File: src/rtl/imem_loader_pkg.sv
// Shared constants for the instruction-memory boot loader: FSM encoding,
// region limits and datapath widths.
package imem_loader_pkg;

    localparam int WORD_W           = 32;
    localparam int BYTE_W           = 8;
    localparam int ADDR_BITS_DEF    = 5;
    localparam int HANDLER_BASE_DEF = 28;

    localparam logic [2:0] ST_IDLE  = 3'd0;
    localparam logic [2:0] ST_COUNT = 3'd1;
    localparam logic [2:0] ST_DATA  = 3'd2;
    localparam logic [2:0] ST_CHECK = 3'd3;
    localparam logic [2:0] ST_DONE  = 3'd4;
    localparam logic [2:0] ST_ERR   = 3'd5;

    // States in which the loader consumes stream bytes.
    function automatic logic is_active(input logic [2:0] st);
        return (st == ST_COUNT) || (st == ST_DATA) || (st == ST_CHECK);
    endfunction

endpackage

File: src/rtl/imem_word_packer.sv
// Big-endian byte-to-word packer with a running XOR checksum over every
// shifted byte. word_o/word_full_o are valid in the cycle the 4th byte shifts.
module imem_word_packer
    import imem_loader_pkg::*;
(
    input  logic              clk_i,
    input  logic              rst_i,
    input  logic              clear_i,
    input  logic              shift_en_i,
    input  logic [BYTE_W-1:0] byte_i,
    output logic [WORD_W-1:0] word_o,
    output logic              word_full_o,
    output logic [BYTE_W-1:0] checksum_o
);

    logic [WORD_W-BYTE_W-1:0] sr_q, sr_d;
    logic [1:0]               cnt_q, cnt_d;
    logic [BYTE_W-1:0]        csum_q, csum_d;

    always_comb begin
        sr_d   = sr_q;
        cnt_d  = cnt_q;
        csum_d = csum_q;
        if (clear_i) begin
            sr_d   = '0;
            cnt_d  = '0;
            csum_d = '0;
        end else if (shift_en_i) begin
            sr_d   = {sr_q[WORD_W-2*BYTE_W-1:0], byte_i};
            cnt_d  = cnt_q + 2'd1;
            csum_d = csum_q ^ byte_i;
        end
    end

    always_ff @(posedge clk_i) begin
        if (rst_i) begin
            sr_q   <= '0;
            cnt_q  <= '0;
            csum_q <= '0;
        end else begin
            sr_q   <= sr_d;
            cnt_q  <= cnt_d;
            csum_q <= csum_d;
        end
    end

    // The completed word bypasses the register so it can be captured on the 4th byte.
    assign word_o      = {sr_q, byte_i};
    assign word_full_o = shift_en_i && !clear_i && (cnt_q == 2'd3);
    assign checksum_o  = csum_q;

endmodule

File: src/rtl/imem_loader.sv
// Boot-time instruction-memory writer: count byte, N big-endian words, XOR
// checksum byte. Holds the CPU during the load and never touches the handler region.
module imem_loader
    import imem_loader_pkg::*;
#(
    parameter int ADDR_BITS    = ADDR_BITS_DEF,
    parameter int HANDLER_BASE = HANDLER_BASE_DEF
) (
    input  logic        Clk,
    input  logic        Reset,
    input  logic        Start,
    input  logic [7:0]  ByteIn,
    input  logic        ByteValid,
    output logic        ByteReady,
    output logic        MemWe,
    output logic [31:0] MemAddr,
    output logic [31:0] MemData,
    output logic        CpuHold,
    output logic        Busy,
    output logic        Done,
    output logic        Error,
    output logic [2:0]  StateDbg
);

    localparam logic [7:0]         MAX_WORDS = 8'(HANDLER_BASE);
    localparam logic [ADDR_BITS:0] BASE_IDX  = (ADDR_BITS+1)'(HANDLER_BASE);

    // Handshake: a byte transfers on a rising edge where ByteValid && ByteReady.
    // ByteReady is registered from the next state, so it is high exactly in
    // COUNT, DATA and CHECK; ByteIn is ignored whenever no transfer occurs.

    logic [2:0]           state_q, state_d;
    logic [ADDR_BITS-1:0] widx_q, widx_d;
    logic [7:0]           left_q, left_d;
    logic                 ready_q, busy_q, hold_q, done_q, err_q, we_q;
    logic [ADDR_BITS-1:0] addr_q;
    logic [31:0]          data_q;

    logic                 xfer;
    logic                 pk_clear, pk_shift, pk_full;
    logic [31:0]          pk_word;
    logic [7:0]           pk_csum;
    logic                 write_ok;

    assign xfer     = ByteValid && ready_q;
    assign write_ok = pk_full && (state_q == ST_DATA) && ({1'b0, widx_q} < BASE_IDX);

    imem_word_packer u_packer (
        .clk_i       (Clk),
        .rst_i       (Reset),
        .clear_i     (pk_clear),
        .shift_en_i  (pk_shift),
        .byte_i      (ByteIn),
        .word_o      (pk_word),
        .word_full_o (pk_full),
        .checksum_o  (pk_csum)
    );

    always_comb begin
        state_d  = state_q;
        widx_d   = widx_q;
        left_d   = left_q;
        pk_clear = 1'b0;
        pk_shift = 1'b0;
        case (state_q)
            ST_IDLE, ST_ERR: begin
                if (Start) state_d = ST_COUNT;
            end
            ST_COUNT: begin
                if (xfer) begin
                    if (ByteIn == 8'd0 || ByteIn > MAX_WORDS) begin
                        state_d = ST_ERR;
                    end else begin
                        widx_d   = '0;
                        left_d   = ByteIn;
                        pk_clear = 1'b1;
                        state_d  = ST_DATA;
                    end
                end
            end
            ST_DATA: begin
                if (xfer) begin
                    pk_shift = 1'b1;
                    if (pk_full) begin
                        widx_d = widx_q + 1'b1;
                        left_d = left_q - 8'd1;
                        if (left_q == 8'd1) state_d = ST_CHECK;
                    end
                end
            end
            ST_CHECK: begin
                if (xfer) state_d = (ByteIn == pk_csum) ? ST_DONE : ST_ERR;
            end
            ST_DONE: state_d = ST_IDLE;
            default: state_d = ST_IDLE;
        endcase
    end

    always_ff @(posedge Clk) begin
        if (Reset) begin
            state_q <= ST_IDLE;
            widx_q  <= '0;
            left_q  <= '0;
            ready_q <= 1'b0;
            busy_q  <= 1'b0;
            hold_q  <= 1'b0;
            done_q  <= 1'b0;
            err_q   <= 1'b0;
            we_q    <= 1'b0;
            addr_q  <= '0;
            data_q  <= '0;
        end else begin
            state_q <= state_d;
            widx_q  <= widx_d;
            left_q  <= left_d;
            ready_q <= is_active(state_d);
            busy_q  <= is_active(state_d);
            hold_q  <= is_active(state_d) || (state_d == ST_ERR);
            done_q  <= (state_d == ST_DONE);
            err_q   <= (state_d == ST_ERR);
            we_q    <= write_ok;
            if (write_ok) begin
                addr_q <= widx_q;
                data_q <= pk_word;
            end
        end
    end

    assign ByteReady = ready_q;
    assign MemWe     = we_q;
    assign MemAddr   = {{(30-ADDR_BITS){1'b0}}, addr_q, 2'b00};
    assign MemData   = data_q;
    assign CpuHold   = hold_q;
    assign Busy      = busy_q;
    assign Done      = done_q;
    assign Error     = err_q;
    assign StateDbg  = state_q;

endmodule

File: config.mk
export PLATFORM = sky130hd
export DESIGN_NAME = imem_loader
export DESIGN_NICKNAME = d
export VERILOG_FILES = /design/src/rtl/imem_loader_pkg.sv /design/src/rtl/imem_word_packer.sv /design/src/rtl/imem_loader.sv
export SDC_FILE = /design/constraint.sdc
export NUM_CORES = 1
export LEC_CHECK = 0
export ABC_AREA = 1
export CORE_MARGIN = 3
export CORE_UTILIZATION = 51
export DETAILED_ROUTE_END_ITERATION = 7
export PLACE_DENSITY = 0.85
export SYNTH_ARGS = -nofsm -noshare
export SYNTH_HDL_FRONTEND = slang
export SYNTH_SLANG_ARGS = --single-unit
File: constraint.sdc
create_clock -name Clk -period 1.8 [get_ports Clk]
set_input_delay 0.36 -clock Clk [delete_from_list [all_inputs] [get_ports Clk]]
set_output_delay 0.36 -clock Clk [all_outputs]
set_load 0.005 [all_outputs]
After elaboration in Yosys (flattened, before gate mapping)
Index checks and enable logic that the tools add are counted.
{ "totals": {"input_bits": 12, "output_inout_bits": 73, "reg_bits": 92, "word_cells": 75} }
{ "classes": {"eq_ne": 16, "muxes": 24, "n_reduce_logical": 16, "n_lt_le_gt_ge": 2, "bitwise": 1, "add_sub_neg": 3} }
{ "op_table": {"columns": ["operator", "n"], "rows": [
  ["2-to-1 mux 8 bit", 4],
  ["2-to-1 mux 3 bit", 7],
  ["2-to-1 mux 5 bit", 4],
  ["case mux 8 bit (2 select lines)", 1],
  ["== test 3 x 2 -> 1 bit, second input constant", 4],
  ["case mux 3 bit (4 select lines)", 1],
  ["case mux 5 bit (2 select lines)", 1],
  ["== test 3 bit, second input constant", 3],
  ["== test 8 x 1 -> 1 bit, second input constant", 1],
  ["== test 8 bit", 1],
  ["greater-than comparator 8 x 5 -> 1 bit, second input constant", 1],
  ["logical NOT 8 bit", 1],
  ["inequality test 2 bit, second input constant", 4],
  ["subtractor 8 x 1 -> 8 bit, second input constant", 1],
  ["bitwise XOR 8 bit", 1],
  ["== test 3 x 1 -> 1 bit, second input constant", 2],
  ["2-to-1 mux 1 bit", 6],
  ["adder 5 x 1 -> 5 bit, second input constant", 1],
  ["logical AND 1 bit", 5],
  ["less-than comparator 5 bit, second input constant", 1],
  ["AND reduction 5 bit", 1],
  ["logical OR 1 bit", 4],
  ["OR reduction 2 bit", 2],
  ["logical NOT 3 bit", 1],
  ["other kinds (4)", 4]
]} }

Depth between registers and ports, before layout
Gate-level depths: netlist (run 1).
{ "depth": {"depth_word": 15, "mapped_depth": 11, "ltp_nobuf": 11} }

By module
A second synthesis (run 1) with hierarchy kept.
{ "hier_totals": {"hier_cells": 572, "area_unflattened_um2": 4206.5} }
{ "by_module_without_submodules": {"columns": ["module", "seq_area_each_um2", "cells_each", "instances", "area_per_inst_um2"], "rows": [
  ["imem_loader", 1161.1, 404, 1, 2816.5],
  ["imem_word_packer", 680.7, 168, 1, 1390.1]
]} }

Worst setup path after synthesis (run 1)
OpenSTA, ideal clock, no wires.
{ "synth_path": {"path_kind": "flip-flop to flip-flop", "startpoint": "register state_q[1], in the netlist StateDbg[1]", "endpoint": "register data_q[10], in the netlist MemData[10]", "setup_ps": 132, "arrival_time_ps": 1307, "required_time_ps": 1668, "setup_slack_ps": 361, "period_less_slack_ps": 1439, "path_buffers": 2, "path_stages_with_launch": 10, "cell_sequence": "dfxtp_1 > nand2_2 > nor2_4 > nand2_4 > nor2_4 > nand2_1 > buf_2 > buf_2 > nand2_1 > a21oi_1"} }
{ "synth_via": {"elab_chain_len": 7, "word_cells_on_any_way": 9, "classes_between": "eq/ne (2); mux (2); reduce/logical (5)"} }
{ "synth_rtl": {"columns": ["item", "line", "rtl"], "rows": [
  ["start: declaration", "imem_loader.sv:32", "logic [2:0] state_q, state_d;"],
  ["start signal: assignment", "imem_loader.sv:113", "state_q <= state_d;"],
  ["== test 3 x 1 -> 1 bit", "imem_loader.sv:65", "case (state_q)"],
  ["2-to-1 mux 1 bit", "imem_loader.sv:65", null],
  ["logical NOT 1 bit", "imem_word_packer.sv:49", "assign word_full_o = shift_en_i && !clear_i && (cnt_q == 2'd3);"],
  ["logical AND 1 bit (2 in series)", "imem_word_packer.sv:49", null],
  ["logical AND 1 bit * (2 in series)", "imem_loader.sv:46", "assign write_ok = pk_full && (state_q == ST_DATA) && ({1'b0, widx_q} < BASE_IDX);"],
  ["end signal: assignment", "imem_loader.sv:124", "data_q <= pk_word;"],
  ["end: declaration", "imem_loader.sv:37", "logic [31:0] data_q;"]
]} }
Mark *: on every way between the ends. The rest lies on a longest branch, timed or not.
A chain may end at the register's enable or synchronous reset.

Worst setup path in the final report (run 1)
{ "layout_path": {"startpoint": "register state_q[0], in the netlist StateDbg[0]", "endpoint": "output port StateDbg[0]"} }
{ "layout_rtl": {"columns": ["item", "line", "rtl"], "rows": [
  ["end: declaration", "imem_loader.sv:22", "output logic [2:0] StateDbg"]
]} }
No word-level cell between the ends.

==> results of run 1 <==
==> cell families (layout without fill, tap and decap cells) <==
group	after synthesis	count (layout)	share of synthesized area, %
AO/OA/AOI/OAI	100	100	12.3
flip-flops	92	92	45.3
adder cells (fa/ha/maj)	4	4	1.23
buffers and inverters	100	146	12.7
AND/OR/NAND/NOR	260	260	27.3
other	1	27	0.0922
XOR/XNOR	5	5	1.08
==> report_power, final <==
part / total (W) / switching [W] / internal, W
clock: 0.00137 / 0.000731 / 0.000640
sequential: 0.00205 / 0.00000731 / 0.00204
combinational: 0.000222 / 0.000125 / 0.0000974
total: 0.00364 / 0.000863 / 0.00278
==> stage by stage <==
step / instances / hold WS [ps]
after global routing: 733 / 483
final: 733 / 466
after detailed placement: 718 / 452
after global placement: 718 / 450
after CTS: 733 / 465
after floorplan: 588 / 441
==> metal layers <==
layer  track usage [%]  share of wire [%]  up-vias
li1                  -                  -     1890
met1              27.8                 45     1701
met2              35.6                 48      108
met3              4.42                5.3        9
met4              7.33                1.4        0
met5                 0                  0        -
==> layout by cell type, fill, tap and decap left out, types with 3 or more instances in the layout <==
master / n
nand2_1: 143
nor2_1: 42
xor2_1: 4
buf_4: 28
conb_1: 27
nand3_1: 57
buf_12: 4
inv_1: 38
ha_1: 4
inv_2: 3
o21ai_0: 16
clkdlybuf4s50_1: 57
a21oi_1: 82
dfxtp_1: 92
clkinvlp_4: 3
nor3b_1: 3
nand4_1: 4
clkbuf_8: 9
==> worst paths after layout <==
kind	end	slack (ps)	cells past startpoint
setup / recovery	StateDbg[0]	100	1
hold / removal	MemData[17]	470	2
setup reg to reg	MemData[13]	250	7
hold reg to reg	MemData[17]	470	2
==> state kept, by name, summed over array words and instances (netlist names), 2 cells and up <==
register             count
widx_q                   5
left_q                   8
StateDbg                 3
u_packer.cnt_q           2
u_packer.checksum_o      8
MemData                 32
u_packer.sr_q           24
addr_q                   5
==> cell type report <==
class                           instances  area, µm²
Clock buffer                           10        128
Tap cell                               99        124
Clock inverter                          5       61.3
Inverter                               42        158
Fill cell                             639       2510
Timing Repair Buffer                   89        861
Sequential cell                        92       1840
Multi-Input combinational cell        396       1810
==> flow_metrics.tcl, run 1 <==
set metrics [dict create \
    status "complete, no violations" \
    grt-ovfl-total 0 \
    fmax_mhz 590 \
    min_from "MemData[17]" \
    fp.dieH_um 95.3 \
    ir_drop_mv 0.487 \
    place_ws_ps -170 \
    yosysMostFrequentCell "nand2_1" \
    coreArea_um2 7490 \
    post-route-period-util_pct 94.2 \
    crit_family "buffers and inverters" \
    critical_path_buf_inv_count 1 \
    arrival_ps 1340 \
    vias_per_cell 5.06 \
    grt_pass1_vias 3378 \
    vias 3708 \
    post_cts_buffers 0 \
    async_flop_share_pct 0 \
    grt_max_degree 43 \
    ys_seq_elements 92 \
    syn_avg_cell_area_um2 7.24 \
    synth_flop_cell "dfxtp_1" \
    power.density_nw_per_um2 731 \
    holdCritPathClass "reg2reg" \
    p_leak_nw 1.94 \
    cts_buffers 9 \
    critPathKind "reg2out" \
    crit-reg2reg-launch "StateDbg[1]" \
    finClkSkew_ps 8.24 \
    crit_required_ps 1440 \
    slew_violations 0 \
    insertion_delay_ps 360 \
    rsz0062_at_grt "false" \
    rows 31 \
    num_antenna_cells 0 \
    cts_resized 0 \
    ys_types 28 \
    drt-total-wl_um 9380 \
    final_nets 646 \
    critical_path.max_fanout 5 \
    clock_sinks 92 \
    crit_start "StateDbg[0]" \
    antenna_left 0 \
    setup_tns_ps 0 \
    dieArea_um2 9080 \
    path_clk_slew_ps 90 \
    finalWorstSetupSlack_ps 104 \
    cts_tree "done" \
    htree_levels 3 \
    die_w_um 95.3 \
    area.growth.synth_to_final_pct 22.5 \
    dpl.hpwl_um 6750 \
    io_pins 85 \
    io_buffers 57 \
    crit_path_cell_trace "clkdlybuf4s50_1" \
    antenna_found_initial 0 \
    synth_top_area_share_pct 45.3 \
    final_area_um2 4980 \
    critPathCaptureType "output pin" \
    cpMaxStageDelayCell "clkdlybuf4s50_1" \
    crit_path_start_kind "register" \
    synth_area_leaders "dfxtp_1, nand2_1, a21oi_1" \
    fin_crit_ps 1700 \
    syn_area_um2 4070 \
    grt_usage_pct 21.5 \
    place_area_um2 4790 \
    hold_viol_final 0 \
    worst_path_largest_cell_delay_ps 540 \
    drt_iter0_drc 259 \
    drc 0 \
    syn_inst 562 \
    first_pass_iters 4 \
    ys_top_cells_by_count "nand2_1, dfxtp_1, a21oi_1" \
    postCtsHoldBufs 0 \
    gp_congestion 0.846 \
    synth_edf_count 0 \
    avgRoutedWirePerCell_um 12.8 \
    utilization_pct 66.5 \
    cap_violations 0 \
    setup_violations 0 \
    drive_gt1_share_pct 8.83 \
    yosysTopAreaCell "dfxtp_1" \
    grt_pass1_wl_um 15500 \
    cts-root-buf "clkbuf_8" \
    start_util_pct 54.3 \
    yosysWarnings 0 \
    power_w 0.00364 \
    clk_path_buf_depth 2 \
    yosysSeqAreaShare_pct 45.3 \
]
(Power assumes the default switching activity.)
==> inputs of run 2 (changes only) <==
Settings changed: TNS_END_PERCENT set to 1.
==> results of run 2 <==
Final layout, timing and power as in run 1 (identical DEF).
==> RTL change 1 (settings of run 1) <==
The package constant `ADDR_BITS_DEF` goes from 5 to 4.
--- a/src/rtl/imem_loader_pkg.sv
+++ b/src/rtl/imem_loader_pkg.sv
@@ -6,3 +6,3 @@
     localparam int BYTE_W           = 8;
-    localparam int ADDR_BITS_DEF    = 5;
+    localparam int ADDR_BITS_DEF    = 4;
     localparam int HANDLER_BASE_DEF = 28;
Function: same outputs for any inputs over 10 cycles, from zero or initial values and one cycle with Reset high; that may be too few to reach the edited logic, so the function may still have changed.
==> RTL change 1 against run 1 <==
Synthesized cell count decreased by 7.8%. Sequential cell count down 2. Power rose by 9.0%. Register-to-register slack worse by 90 ps. Sequential share of layout area barely moved. Final area fell by 2.1%. Area after synthesis fell by 4.7%. Clock skew shrank 1.9 ps. Worst setup slack better by 7.6 ps. Wire length fell by 3.9%. Critical endpoint is now StateDbg[1]. Highest routed layer unchanged.
==> RTL change 1: results (changes against run 1) <==
Parameter                              Value

Synth
  Multiplexer area fraction after synthesis    0% (unchanged)
  Top area cells in the synthesized netlist    dfxtp_1 46%, nand2_1 9.0%, nor2_1 7.8%
  Number of distinct library cells after synthesis    34 (+21%)
  Area fraction in compound gates after synthesis    15.7% (+3.3 points)
  Most used standard cells in the synthesized netlist    93 x nand2_1, 90 x dfxtp_1, 81 x nor2_1, 56 x a21oi_1, 51 x o21ai_0
  Top flip-flop cell by instance count after synthesis    dfxtp_1
  Sequential area share after synthesis    46.5% (+1.2 points)
  Gate Count Post-Synth    518 (-7.8%)
  Xor-xnor portion of the synthesized cell area    0.678% (-0.40 points)
  Post-synthesis share of cell area spent on full adders, half adders and majority gates    1.29% (+0.061 points)

STA
  Total negative slack for setup checks    0 ps (unchanged)
  Hold Worst Slack    462 ps (-4.42 ps)
  Final Skew    6.32 ps (-1.92 ps)
  Time the worst path needs with I/O delays and setup    1690 ps (-7.56 ps)

Global route
  Total Routing Usage GR    20.9% (-0.55 points)
  Number of global-route vias before repair    3152 (-6.7%)
  Global-route met3 utilization    4.42% (+0.0049 points)
  Global-route wire length before repair    14.5 mm (-6.5%)
  Met1 layer usage reported by global route    26.3% (-1.5 points)
  Met2 demand-to-capacity share in global routing    35.6% (about the same)
  Pin count of the biggest net entering global routing    45 (+4.7%)

Detailed routing
  Met1 layer wirelength in the final routing    3.86 mm (-8.5%)
  Number of vias per cell    4.96 (-1.9%)
  Iter 0 DRT Violations    185 (-29%)
  Number of optimization iterations in the first detailed-route pass    4 (unchanged)
  WL met2    4.40 mm (-2.9%)
  Routed length per placed instance    12.9 microns (+0.95%)
  Max layer used    met4
  Amount of wire on met3 after detailed routing    593 microns (+20%)

Setup path
  Reg2Reg Setup Slack    160 ps (-90 ps)
  Count of cells along the worst register-to-register path    8 (+1)
  Crit path capture    StateDbg[1]
  Terminus of the critical flop-to-flop path    MemData[6]$_SDFFE_PP0P_
  Critical Path Start    StateDbg[1]$_SDFF_PP0_
  Worst-path fanout max    7 (+2)
  FF-to-FF Start    StateDbg[0]$_SDFF_PP0_

Final layout
  Final #Nets    611 (-5.4%)
  Final cell count without fillers    698 (-4.8%)
  Share of layout cells above drive strength 1    10.5% (+1.7 points)

Place
  Setup slack after placement    -244 ps (-73.9 ps)
  DP HPWL    6.52 mm (-3.5%)
  Post-DP Area    4630 sq um (-3.3%)
  Total placed cells including tap cells    683 (-4.9%)
  Routability cong.    0.878 (+3.8%)
  PortBufs    56 (-1.8%)

CTS
  Quantity of gates resized following cts    1 (+1)
  Maximum level of the CTS H-tree    3 (unchanged)

Power
  Leak Pwr    0.00196 uW (+1.0%)
  Reported net switching power    905 uW (+4.9%)
  Largest vdd supply drop    0.446 mV (-8.5%)
  Share of power burned in combinational logic    7.9% (+1.8 points)
  P per Cell Area    814 nW/um^2 (+11%)
  Power drawn by the clock network    1640 uW (+20%)

Outcome
  Run status    finished clean

Hold path
  End of the worst hold path    u_packer.sr_q[18]$_SDFFE_PP0P_
  Source of the worst hold timing path    u_packer.sr_q[18]$_SDFFE_PP0P_
-- RTL change 1: changes by cell type after synthesis, sizes merged, moves of 3 or more --
cell / delta
a21oi: -26
clkbuf: -8
nand2: -50
nor3: +7
o21ai: +37
nor2: +38
xor2: -3
nand3: -39
-- RTL change 1: tightest hold or removal path: stages (launching register included) --
cell     delay, ps
dfxtp_1        320
nand2_1         60
a21oi_1         50
-- RTL change 1: final cells by class --
cell class	count	area [sq um]
Multi-Input combinational cell	363	1690
Sequential cell	90	1800
Inverter	41	154
Clock inverter	6	114
Timing Repair Buffer	90	866
Fill cell	601	2460
Tap cell	99	124
Clock buffer	9	124
-- RTL change 1: cell families after synthesis --
| family | count (synthesis) |
|---|---|
| AOI/OAI and AO/OA | 116 |
| xor gates and xnor gates | 3 |
| adders and majority gates | 4 |
| buffers and inverters | 92 |
| DFF | 90 |
| other | 1 |
| and+or+nand+nor | 212 |
==> RTL change 2 (flow settings as in run 1) <==
Without the edit above. Reset style: asynchronous (`Reset` and `rst_i`), changed in 2 clocked blocks.
--- a/src/rtl/imem_word_packer.sv
+++ b/src/rtl/imem_word_packer.sv
@@ -34,3 +34,3 @@
 
-    always_ff @(posedge clk_i) begin
+    always_ff @(posedge clk_i or posedge rst_i) begin
         if (rst_i) begin
--- a/src/rtl/imem_loader.sv
+++ b/src/rtl/imem_loader.sv
@@ -98,3 +98,3 @@
 
-    always_ff @(posedge Clk) begin
+    always_ff @(posedge Clk or posedge Reset) begin
         if (Reset) begin
Behaviour: differs if Reset is asserted again (counterexample within 4 cycles, from zero or initial values and one cycle with Reset high); with Reset held inactive, the same outputs for 10 cycles.
==> RTL change 2 against run 1 <==
Sequential cell count unchanged. Utilization down 1.9 points. Global-route usage down 0.80 points. Cell count down 13%. Wire length down 4.6%. Register-to-register slack worse by 120 ps. Die area up 2.4%. Area after synthesis up 2.5%. Worst setup slack worse by 4.6 ps. Final area up 1.9%. Via count down 12%.
Power is not compared: it rests on default switching activity, and its combinational part moved more than twofold at a synthesized area within 25%.
==> RTL change 2: results (changes against run 1) <==
Parameter                              Value

Synth
  Number of distinct library cells after synthesis    29 (+3.6%)
  Top flip-flop cell by instance count after synthesis    dfrtp_1
  Sequential area share after synthesis    55.2% (+9.9 points)
  Number of warnings reported in the yosys synthesis log    0 (unchanged)
  Top area cells in the synthesized netlist    dfrtp_1 55%, nand2_1 8.1%, buf_4 5.8%
  Gate Count Post-Synth    455 (-19%)
  Fraction of synthesis flops using an asynchronous set or reset pin    100% (+100 points)
  Most used standard cells in the synthesized netlist    92 x dfrtp_1, 90 x nand2_1, 60 x inv_1, 34 x o21ai_0, 32 x buf_4

Detailed routing
  Number of optimization iterations in the first detailed-route pass    4 (unchanged)
  Vias    3276 (-12%)
  Number of design rule violations left after detail routing    0 (unchanged)
  Number of vias per cell    5.13 (+1.3%)
  Iter 0 DRT Violations    273 (+5.4%)
  Routed length per placed instance    14.0 microns (+9.4%)

Place
  Setup slack after placement    -219 ps (-48.9 ps)
  Post-DP Area    4880 sq um (+1.8%)
  DP HPWL    6.42 mm (-5.0%)
  PortBufs    57 (unchanged)
  Total placed cells including tap cells    621 (-14%)
  Routability cong.    0.929 (+9.8%)

Global route
  Total Routing Usage GR    20.7% (-0.80 points)
  Initial antenna violation count    0 (unchanged)
  Pin count of the biggest net entering global routing    93 (+120%)
  Global-route wire length before repair    14.8 mm (-4.3%)
  Number of global-route vias before repair    3165 (-6.3%)

Power
  Largest vdd supply drop    0.676 mV
  Leak Pwr    0.00243 uW

Final layout
  Final #Nets    548 (-15%)
  Antenna diode count    0 (unchanged)
  Number of inserted filler cells in the final layout    645 (+0.94%)
  Relative area change from synthesis to final layout    21.7%
  Largest register FFs    32 (unchanged)
  Share of layout cells above drive strength 1    10.6% (+1.8 points)

Setup path
  Cell with the largest stage delay on the worst path    clkdlybuf4s50_1
  Reg2Reg Setup Slack    130 ps (-120 ps)
  Critical path data arrival time    1340 ps (about the same)
  Worst-path fanout max    7 (+2)
  Count of cells along the worst register-to-register path    8 (+1)
  Category of cells accounting for the largest share of critical-path delay    buffers and inverters
  Slowest stage delay, CP    530 ps
  Terminus of the critical flop-to-flop path    u_packer.sr_q[7]$_DFFE_PP0P_
  FF-to-FF Start    StateDbg[2]$_DFF_PP0_

STA
  Portion of the clock cycle consumed by the worst path in the final layout    94.5% (+0.25 points)
  Final Skew    10.9 ps (+2.71 ps)

CTS
  Clock latency on the worst-skew pair    360 ps (about the same)
  Cell chosen for the clock root    clkbuf_8
  Maximum level of the CTS H-tree    3 (unchanged)
  CTS buffer count    9 (unchanged)
  CTS clk-pin slew, worst paths    90 ps (about the same)
  CTS Buffer Depth    2 (unchanged)

Hold path
  Worst hold path class    in -> async

Outcome
  Run status    finished clean
## RTL change 2: how the worst max path moves through the flow
stage / from / end / cells after the start
2_1_floorplan: StateDbg[2]$_DFF_PP0_ / MemData[18]$_DFFE_PP0P_ / 10
6_report: StateDbg[0]$_DFF_PP0_ / StateDbg[0] / 1
5_1_grt: StateDbg[1]$_DFF_PP0_ / u_packer.checksum_o[4]$_DFFE_PP0P_ / 8
4_1_cts: StateDbg[0]$_DFF_PP0_ / StateDbg[0] / 1
3_5_place_dp: ByteIn[0] / Busy$_DFF_PP0_ / 10
3_3_place_gp: ByteIn[1] / left_q[4]$_DFFE_PP0P_ / 10
## RTL change 2: metal layers
layer	global-route usage, %	share of wire [%]	wire length [microns]
met5	0	0	0
met1	27.6	43	3890
met4	7.36	1.6	144
met3	3.18	6.1	546
met2	34.5	49	4370
## RTL change 2: logic make-up (layout without fill, tap and decap cells)
group                    Yosys count  after routing  share of synthesized area (%)
AO/OA/AOI/OAI                    101            101                           13.4
AND/OR/NAND/NOR                  143            143                           15.1
other                              1             27                         0.0899
buffers and inverters            108            164                           13.8
flip-flops                        92             92                           55.2
adder cells (fa/ha/maj)            4              4                           1.20
XOR/XNOR                           6              6                           1.26
## RTL change 2: layout make-up
class	count	share of cell area, %
Tap cell	102	2.52
Inverter	64	4.91
Timing Repair Buffer	84	16.1
Multi-Input combinational cell	281	27.8
Sequential cell	92	45.4
Clock inverter	6	0.789
Clock buffer	10	2.52
## RTL change 2: where the power goes
part,switching [uW],total [uW],internal [uW]
combinational,954,1570,620
clock,732,1230,503
sequential,282,2820,2540
## RTL change 2: what timing repair did
action,4_1_cts,5_1_grt
hold endpoints to repair,0,0
buffers inserted,0,2
resized for setup,0,5
setup endpoints to repair,0,39
## RTL change 2: per-stage QoR
step	TNS, ps	hold WS [ps]
detailed placement	-13010	477
floorplan	0	446
finish	0	474
global route	0	512
global placement	-8170	460
CTS	0	499
